## src/rtl/detector_scheduler.sv

```systemverilog
// detector_scheduler: round-robin time-sharing of one serial run-of-ones detector across NREQ sources.
// Build option DET_OVERLAP_EN: after a hit the run counter holds at RUN_LEN-1 (overlapping detection).
module detector_scheduler #(
  parameter int NREQ      = 4,
  parameter int FRAME_LEN = 8,
  parameter int RUN_LEN   = 4,
  parameter int CNT_W     = 8
) (
  input  logic                    clk,
  input  logic                    reset,
  input  logic [NREQ-1:0]         req,
  input  logic [NREQ-1:0]         bit_in,
  output logic [NREQ-1:0]         grant,
  output logic                    sample_en,
  output logic                    busy,
  output logic                    det_valid,
  output logic [$clog2(NREQ)-1:0] det_id,
  input  logic [$clog2(NREQ)-1:0] rd_id,
  output logic [CNT_W-1:0]        rd_count
);

  // state    | meaning
  // ST_IDLE  | no owner; arbitrate among requesters
  // ST_CLEAR | owner granted; run/frame counters cleared, bit_in ignored
  // ST_RUN   | owner's stream sampled once per cycle while it holds req
  // ST_DONE  | frame closed; owner becomes last_grant
  localparam logic [1:0] ST_IDLE  = 2'd0;
  localparam logic [1:0] ST_CLEAR = 2'd1;
  localparam logic [1:0] ST_RUN   = 2'd2;
  localparam logic [1:0] ST_DONE  = 2'd3;

  localparam int IDW = $clog2(NREQ);
  localparam int RW  = $clog2(RUN_LEN + 1);
  localparam int FW  = $clog2(FRAME_LEN + 1);

`ifdef DET_OVERLAP_EN
  localparam logic [RW-1:0] RUN_AFTER_HIT = RW'(RUN_LEN - 1);
`else
  localparam logic [RW-1:0] RUN_AFTER_HIT = '0;
`endif

  logic [1:0]       state_q, state_d;
  logic [IDW-1:0]   owner_q, owner_d;
  logic [IDW-1:0]   last_grant_q, last_grant_d;
  logic [RW-1:0]    run_cnt_q, run_cnt_d;
  logic [FW-1:0]    frame_cnt_q, frame_cnt_d;
  logic             det_valid_q, det_valid_d;
  logic [IDW-1:0]   det_id_q, det_id_d;
  logic [CNT_W-1:0] hit_cnt_q [NREQ];
  logic [CNT_W-1:0] hit_cnt_d [NREQ];

  logic             arb_found;
  logic [IDW-1:0]   arb_idx;
  logic [IDW-1:0]   cand;
  logic [RW-1:0]    run_inc;

  // Round-robin: first requester strictly after last_grant, wrapping.
  always_comb begin
    arb_found = 1'b0;
    arb_idx   = '0;
    cand      = '0;
    for (int k = 1; k <= NREQ; k++) begin
      cand = IDW'((int'(last_grant_q) + k) % NREQ);
      if (!arb_found && req[cand]) begin
        arb_found = 1'b1;
        arb_idx   = cand;
      end
    end
  end

  always_comb begin
    state_d      = state_q;
    owner_d      = owner_q;
    last_grant_d = last_grant_q;
    run_cnt_d    = run_cnt_q;
    frame_cnt_d  = frame_cnt_q;
    det_valid_d  = 1'b0;
    det_id_d     = '0;
    hit_cnt_d    = hit_cnt_q;
    run_inc      = run_cnt_q + RW'(1);
    case (state_q)
      ST_IDLE: begin
        if (arb_found) begin
          owner_d = arb_idx;
          state_d = ST_CLEAR;
        end
      end
      ST_CLEAR: begin
        run_cnt_d   = '0;
        frame_cnt_d = '0;
        state_d     = ST_RUN;
      end
      ST_RUN: begin
        // Owner dropping req aborts the frame; that cycle's bit is not sampled.
        if (!req[owner_q]) begin
          state_d = ST_DONE;
        end else begin
          frame_cnt_d = frame_cnt_q + FW'(1);
          if (frame_cnt_q == FW'(FRAME_LEN - 1)) begin
            state_d = ST_DONE;
          end
          if (!bit_in[owner_q]) begin
            run_cnt_d = '0;
          end else if (run_inc == RW'(RUN_LEN)) begin
            det_valid_d = 1'b1;
            det_id_d    = owner_q;
            run_cnt_d   = RUN_AFTER_HIT;
            if (hit_cnt_q[owner_q] != '1) begin
              hit_cnt_d[owner_q] = hit_cnt_q[owner_q] + CNT_W'(1);
            end
          end else begin
            run_cnt_d = run_inc;
          end
        end
      end
      ST_DONE: begin
        last_grant_d = owner_q;
        state_d      = ST_IDLE;
      end
      default: begin
        state_d = ST_IDLE;
      end
    endcase
  end

  always_ff @(posedge clk) begin
    if (reset) begin
      state_q      <= ST_IDLE;
      owner_q      <= '0;
      last_grant_q <= IDW'(NREQ - 1);
      run_cnt_q    <= '0;
      frame_cnt_q  <= '0;
      det_valid_q  <= 1'b0;
      det_id_q     <= '0;
      hit_cnt_q    <= '{default: '0};
    end else begin
      state_q      <= state_d;
      owner_q      <= owner_d;
      last_grant_q <= last_grant_d;
      run_cnt_q    <= run_cnt_d;
      frame_cnt_q  <= frame_cnt_d;
      det_valid_q  <= det_valid_d;
      det_id_q     <= det_id_d;
      hit_cnt_q    <= hit_cnt_d;
    end
  end

  always_comb begin
    grant = '0;
    if (state_q == ST_CLEAR || state_q == ST_RUN) begin
      grant[owner_q] = 1'b1;
    end
  end

  assign sample_en = (state_q == ST_RUN) && req[owner_q];
  assign busy      = (state_q != ST_IDLE);
  assign det_valid = det_valid_q;
  assign det_id    = det_id_q;

  // Out-of-range selects match no requester and read 0.
  always_comb begin
    rd_count = '0;
    for (int i = 0; i < NREQ; i++) begin
      if (rd_id == IDW'(i)) begin
        rd_count = hit_cnt_q[i];
      end
    end
  end

endmodule

```

## config.mk

```make
export PLATFORM = sky130hd
export DESIGN_NAME = detector_scheduler
export DESIGN_NICKNAME = d
export VERILOG_FILES = /design/src/rtl/detector_scheduler.sv
export SDC_FILE = /design/constraint.sdc
export NUM_CORES = 1
export LEC_CHECK = 0
export BUFFER_PORTS_ARGS = -buffer_cell sky130_fd_sc_hd__buf_2
export CORE_MARGIN = 2
export CORE_UTILIZATION = 50
export DETAILED_ROUTE_END_ITERATION = 7
export GPL_ROUTABILITY_DRIVEN = 0
export PLACE_DENSITY = 0.74
export SYNTH_ARGS = -nofsm -noshare
export SYNTH_HDL_FRONTEND = slang
export SYNTH_SLANG_ARGS = --single-unit
```

## constraint.sdc

```tcl
create_clock -name clk -period 6.2 [get_ports clk]
set_input_delay 0.31 -clock clk [delete_from_list [all_inputs] [get_ports clk]]
set_output_delay 0.31 -clock clk [all_outputs]
set_load 0.005 [all_outputs]
```

# == Yosys cells after proc, flatten, opt, wreduce, memory -nomap -nowiden ==
# Cells that the tools add are included.
# totals
mem_bits_ro,0
out_inout_bits,17
input_bits,12
latch_bits,0
ram_bits,0
memories,0
wordCells,107
reg_bits,48
# op_classes
shift,0
addsub,7
n_eq_ne,12
reduce_logical,20
div,0
magnitude_cmp,8
n_mul,0
bitwise,5
n_mux,44
# op_table
operator,count
2-to-1 mux 8 bit,7
bitwise mux 32 bit,1
binary-select mux 8 bit (select 2 bit),1
demux 8 bit (select 2 bit),1
< comparator 2 x 3 -> 1 bit (second input constant),5
2-to-1 mux 2 bit,7
binary-select mux 1 bit (select 2 bit),6
2-to-1 mux 1 bit,12
2-to-1 mux 3 bit,3
adder 8 x 1 -> 8 bit (second input constant),1
equality test 2 bit (second input constant),4
2-to-1 mux 4 bit,2
inequality test 8 bit (second input constant),1
one-hot mux 2 bit (4 select lines),1
one-hot mux 4 bit (2 select lines),1
logical AND 1 bit,6
one-hot mux 3 bit (2 select lines),1
AND reduction 2 bit,3
AND reduction 5 bit,1
OR reduction 5 bit,1
adder 2 x 1 -> 2 bit (second input constant),2
adder 2 bit (second input constant),2
adder 4 x 1 -> 4 bit (second input constant),1
equality test 2 x 1 -> 1 bit (second input constant),2
17 further kinds,24

# == Logic depth before layout (Yosys ltp) ==
# Gate-level depths: netlist of run 1.
# depth
ltp_word,15
ltp_mapped,9
mapped_depth_nobuf,6

# == Least setup slack after synthesis of run 1 ==
# Ideal clock, no wire load.
# synth_timing
kind,register to register
startpoint,register owner_q[1]
endpoint,register hit_cnt_q[19] (netlist name)
path_slack_ns,3.629
arrival_time_ns,2.444
setup_time_ns,0.128
path_buffers,3
synth_period_minus_slack_ns,2.571
path_stages_with_launch,10
required_ns,6.072
cell_sequence,dfxtp_1 > buf_2 > clkbuf_1 > mux4_1 > ha_1 > and3_4 > a2111oi_4 > buf_6 > mux2i_1 > nor2_1
# synth_via
elab_chain_len,6
elab_cells_between_ends,17
cone_classes,1 x add/sub; 2 x order compare; 1 x eq/ne; 10 x mux; 1 x bitwise; 2 x reduce/logical
# synth_rtl
element,line,rtl
"start, declared",43,"logic [IDW-1:0] owner_q, owner_d;"
"start signal, assigned",138,owner_q <= owner_d;
NOT 2 -> 3 bit (implied by the code),"108, 109",
binary-select mux 8 bit (select 2 bit) (tied with other cells),"108, 109",
2-to-1 mux 8 bit (implied by the code) or logical AND 1 bit (tied branches),"108, 109",
2-to-1 mux 8 bit (on tied branches),"108, 109",
adder 8 x 1 -> 8 bit (tied with other cells),109,hit_cnt_d[owner_q] = hit_cnt_q[owner_q] + CNT_W'(1);
bitwise mux 32 bit or AND reduction 5 bit (tied branches),-,
"end signal, assigned",144,hit_cnt_q <= hit_cnt_d;
"end, declared",49,logic [CNT_W-1:0] hit_cnt_q [NREQ];
# Parallel ways exist; a longest one is shown, timed or not. The select of a mux whose other input is x is not followed.
# A chain may end at the register's enable or synchronous reset.

# == Worst setup path after layout of run 1 ==
# layout_timing
startpoint,register owner_q[0]
endpoint,register hit_cnt_q[18] (netlist name)
# The elaborated chain is that of the path after synthesis.

==> reports/summary.txt, run 1 <==
Status -> completed
Root Driver -> clkbuf_8
CTS buffer count -> 5
CP endpoint kind -> flop
Slew @ Worst Pin -> 0.994 ns
Startpoint Class -> flop
Final hold vios -> 0
Antenna Violating Nets Remaining -> 0
Clock transition at path regs -> 0.08 ns
Share of synthesized registers carrying an async set or reset -> 0
Vias/cell -> 5.72
Max Fclk -> 299 MHz
NumNets Final -> 290
Max-slew violation count -> 0
CTS tree -> built
Area grow syn2layout -> 8.71%
Worst Path Required -> 6.36 ns
Sink Count -> 48
Worst Reg-to-Reg Cells -> 7
CP arrival -> 3.50 ns
Drt pass-1 iters -> 4
Hold Path Class -> input pin to flop
Period utilisation layout -> 0.539
WL per Instance -> 15.4 µm
Sequential share of the synthesized area -> 0.361
Detailed placement HPWL -> 3.77 mm
DP Cell Count -> 333
P_leak -> 1.03 nW
Grt total ovfl -> 0
Fin Hold WS -> 0.459 ns
First-pass GRT wire length -> 8.87 mm
Setup tns final -> 0 ns
Worst Setup SP -> owner_q[0]
Critical setup path kind -> flop to flop
Reg-to-Reg Start -> owner_q[0]
DRC errors left -> 0
Unique cell type count in the Yosys netlist -> 44
DR iter-0 viols -> 93
Buffers on Ports -> 28
Setup ws final -> 2.86 ns
Syn_nets -> 270
CTS H-Tree Depth -> 2
Clock Path Buffers -> 2
IO Pins -> 29
Worst-Skew Late Latency -> 0.30 ns
Unrepaired setup endpoints after global routing -> false
ANT cells -> 0
Area post-placement -> 2800 µm²
Die area -> 5920 µm²
Die extent in x -> 76.9 µm
Post-synth EDFFs -> 0
Netlist Area Pre-Place -> 2660 µm²
Layout cell share with drive strength beyond 1 -> 0.240
Gr usage total -> 0.188
Initial antenna violation count -> 0
Top_reg_cell synth -> dfxtp_1
Synthesized area per cell -> 10.6 µm²
Skew final -> 0.00531 ns
Via count -> 1949
Max VDD drop -> 0.153 mV
CTS Hold Bufs -> 0
Hold depth -> 4
Die Y -> 76.9 µm
Final cell count without fillers -> 341
Initial Util -> 0.521
Warnings, synthesis -> 0
HP Start -> req[2]
Synth Instances -> 250
Final setup vio count -> 0
Register bit total from synthesis -> 48
CORE AREA -> 5110 µm²
Relative max-transition margin -> 0.337
Setup Buffers After CTS -> 0
Crit Path Max Fanout -> 12
WL final -> 5.26 mm
Std cell rows -> 26
CTS resizes -> 0
Placement Setup Slack -> 2.88 ns
Post-route cell area -> 2890 µm²
Number of global-route vias before repair -> 1847
Final min period -> 3.34 ns
Largest net degree at the start of global routing -> 47
PwrDens -> 258 nW/µm²
Max Cap Viol -> 0
==> cells in the mapped netlist (all sizes together), types with 5 or more instances <==
library cell   n  area [µm²]
mux2i         20         200
a211oi        15         128
o21ai          5        25.0
inv            7        26.3
dfxtp         48         961
nand2          7        26.3
ha             8         100
mux4          18         420
a21oi          9        45.0
buf            9        70.1
clkbuf         7        26.3
nor2          46         173
==> report_power, final <==
part	internal [mW]	switching, mW	leakage [nW]
sequential	0.324	0.0292	0.388
combinational	0.0914	0.108	0.593
clock	0.0891	0.103	0.0510
==> worst max-delay path, stage by stage (launching register included) <==
cell and delay, ns:
dfxtp_1 0.52, buf_4 0.29, mux4_2 0.64, ha_1 0.28
and3_4 0.21, a2111oi_4 0.93, mux2i_1 0.27, nor2_1 0.05
==> metrics by stage <==
stage	total power, mW	utilization
after floorplan	0.513	-
after global placement	0.558	0.548
after detailed placement	0.561	0.548
after CTS	0.753	0.566
after global routing	0.789	0.566
final	0.745	0.566
==> cell families (layout without fill, tap and decap cells) <==
group                    count (synthesis)  in the layout  synth area share
AO/OA/AOI/OAI                           40             40             0.137
XOR/XNOR                                 6              6            0.0198
adder cells (fa/ha/maj)                  8              8            0.0376
buffers and inverters                   23             44            0.0461
flip-flops                              48             48             0.361
multiplexers                            39             39             0.238
AND/OR/NAND/NOR                         86             86             0.160
==> sequential cells by signal (all words and copies together), names as in the netlist <==
signal and count:
hit_cnt_q 32, run_cnt_q 3, owner_q 2, det_id 2
frame_cnt_q 4, state_q 2, det_valid 1, last_grant_q 2
==> metal layers <==
layer / up-vias / wire length (µm) / track usage
li1: 955 / - / -
met1: 936 / 2560 / 0.258
met2: 51 / 2380 / 0.285
met3: 7 / 259 / 0.0400
met4: 0 / 63 / 0.0818
met5: - / 0 / 0
==> final timing paths <==
| check | endpoint | slack (ns) |
|---|---|---|
| setup / recovery | hit_cnt_q[18] | 2.86 |
| hold / removal | owner_q[0] | 0.46 |
| setup reg to reg | hit_cnt_q[18] | 2.86 |
| hold reg to reg | frame_cnt_q[3] | 0.48 |
==> layout by cell type, fill, tap and decap left out, drive strengths merged, types with 3 or more instances in the layout <==
| cell | synthesis | layout |
|---|---|---|
| buf | 9 | 29 |
| nand3 | 4 | 4 |
| xnor2 | 3 | 3 |
| inv | 7 | 7 |
| and2 | 3 | 3 |
| clkbuf | 7 | 6 |
| mux2i | 20 | 20 |
| nand2b | 4 | 4 |
| and3 | 3 | 3 |
| ha | 8 | 8 |
| nor2b | 4 | 4 |
| nor2 | 46 | 46 |
| a2111oi | 4 | 4 |
| a211oi | 15 | 15 |
| mux4 | 18 | 18 |
| dfxtp | 48 | 48 |
| o21ai | 5 | 5 |
| nand2 | 7 | 7 |
| a21oi | 9 | 9 |
| xor2 | 3 | 3 |
==> layout make-up <==
class | count | area, µm²
well taps | 70 | 87.6
fillers | 443 | 2220
clock buffers | 6 | 82.6
multi-input cells | 179 | 1580
flip-flops and latches | 48 | 961
repair buffers | 29 | 148
inverters | 7 | 26.3
clock inverters | 2 | 10.0
Note: power is estimated with default switching activity, not from simulation.
==> run 2: changes to the inputs <==
- clock period: 6.2 -> 3.2 ns (I/O delays scaled with it)
==> reports/summary.txt, run 2 (synthesized netlist as in run 1, its figures left out) <==
CTS tree -> built
Status -> completed
Commonest non-fill, non-tap cell in the layout -> dfxtp_1
DR iter-0 viols -> 123 (+32%)
CP endpoint kind -> flop
ANT cells -> 0 (unchanged)
Largest net degree at the start of global routing -> 47 (unchanged)
Gr usage total -> 0.192 (+0.00473)
Skew final -> 0.0131 ns (+0.00779 ns)
Layout cell share with drive strength beyond 1 -> 0.256 (+0.0165)
Die area -> 5920 µm² (unchanged)
Post-route cell area -> 2960 µm² (+2.6%)
Area grow syn2layout -> 11.5%
Clock transition at path regs -> 0.09 ns (about the same)
IO Pins -> 29 (unchanged)
Slowest CP cell -> mux4_2
CP peak stage delay -> 0.62 ns (-0.31 ns)
Final hold vios -> 0 (unchanged)
Slew @ Worst Pin -> 0.862 ns (-0.131 ns)
Buffers on Ports -> 28 (unchanged)
DRC errors left -> 0 (unchanged)
Root Driver -> clkbuf_8
Std cell rows -> 26 (unchanged)
Area post-placement -> 2840 µm² (+1.6%)
Max Fclk -> 366 MHz (+23%)
PwrDens -> 522 nW/µm² (+100%)
Worst Path Required -> 3.37 ns (-2.99 ns)
Initial Util -> 0.521 (unchanged)
CP arrival -> 2.90 ns (-0.60 ns)
Number of global-route vias before repair -> 1907 (+3.2%)
Antenna Violating Nets Remaining -> 0 (unchanged)
CORE AREA -> 5110 µm² (unchanged)
WL final -> 5.37 mm (+2.1%)
Setup tns final -> 0 ns (unchanged)
Max VDD drop -> 0.336 mV (+120%)
CP Buf/Inv Count -> 2 (+1)
NumNets Final -> 296 (+2.1%)
Max Cap Viol -> 0 (unchanged)
Initial antenna violation count -> 0 (unchanged)
Relative max-transition margin -> 0.425 (+0.0877)
Max-slew violation count -> 0 (unchanged)
Most flop-heavy register -> hit_cnt_q
Worst-Skew Late Latency -> 0.31 ns (about the same)
Grt total ovfl -> 0 (unchanged)
Detailed placement HPWL -> 3.78 mm (+0.22%)
CTS buffer count -> 5 (unchanged)
CTS resizes -> 0 (unchanged)
WL per Instance -> 15.5 µm (+0.33%)
Via count -> 1968 (+0.97%)
Drt pass-1 iters -> 4 (unchanged)
Crit-path cells -> buf_4, mux4_2, and3_4, a2111oi_4, buf_4, mux2i_1, nor2_1
Most Frequent Cell on Critical Path -> buf_4
CTS Hold Bufs -> 0 (unchanged)
P_leak -> 1.07 nW (+4.2%)
Startpoint Class -> flop
Most frequent cells in the layout -> dfxtp_1, nor2_1, buf_2
Top Registers -> hit_cnt_q (32), frame_cnt_q (4), run_cnt_q (3)
CP top delay family -> multiplexers
Crit Path Max Fanout -> 17 (+5)
Hold Path Class -> input pin to flop
Die extent in x -> 76.9 µm (unchanged)
Vias/cell -> 5.67 (-0.77%)
Largest register FFs -> 32 (unchanged)
Final min period -> 2.73 ns (-0.615 ns)
Period utilisation layout -> 0.853 (+0.314)
Sink Count -> 48 (unchanged)
Unrepaired setup endpoints after global routing -> false
Die Y -> 76.9 µm (unchanged)
CTS H-Tree Depth -> 2 (unchanged)
Final setup vio count -> 0 (unchanged)
Critical setup path kind -> flop to flop
Reg2Reg Setup Slack -> 0.47 ns (-2.39 ns)
First-pass GRT wire length -> 9.10 mm (+2.6%)
Setup Buffers After CTS -> 0 (unchanged)
Clock Path Buffers -> 2 (unchanged)
run 2: cell count changes in the layout (fill, tap and decap cells not counted), sizes merged:
cell | previous run | this run
buf | 29 | 35
clkinv | 2 | 1
bufinv | 0 | 1
run 2: metal layers:
layer / vias up / GRT usage / wire (µm)
met5: - / 0 / 0
met4: 0 / 0.0727 / 82
met3: 8 / 0.0306 / 135
met2: 34 / 0.312 / 2610
met1: 955 / 0.258 / 2550
li1: 971 / - / -
run 2: worst paths after layout:
check	from	endpoint	cells past startpoint
setup / recovery	owner_q[0]	hit_cnt_q[1]	7
hold / removal	req[2]	owner_q[0]	4
setup reg to reg	owner_q[0]	hit_cnt_q[1]	7
hold reg to reg	frame_cnt_q[3]	frame_cnt_q[3]	2
run 2: layout make-up:
cell class | instances | area (µm²)
Fill cell | 469 | 2140
Multi-Input combinational cell | 179 | 1580
Clock buffer | 6 | 82.6
Inverter | 7 | 26.3
Sequential cell | 48 | 961
Clock inverter | 2 | 38.8
Timing Repair Buffer | 35 | 193
Tap cell | 70 | 87.6
run 2: worst min-delay path, cell delays in order:
cell and delay (ns):
buf_2 0.12, nor2_1 0.05, a21oi_1 0.13, a311oi_1 0.09
run 2: power breakdown:
part,switching (mW),total [mW],internal [mW]
Clock,0.211,0.466,0.256
Combinational,0.232,0.412,0.180
Sequential,0.0405,0.669,0.629
Total,0.483,1.55,1.06
run 2: stage by stage:
step	power (mW)	utilization	hold WS [ns]	instances	worst slack, ns
2_1_floorplan	0.993	-	0.435	250	0.629
3_3_place_gp	1.08	0.557	0.466	339	0.575
3_5_place_dp	1.10	0.557	0.478	339	0.503
4_1_cts	1.56	0.580	0.280	347	0.477
5_1_grt	1.62	0.580	0.317	347	0.308
6_report	1.55	0.580	0.284	347	0.471
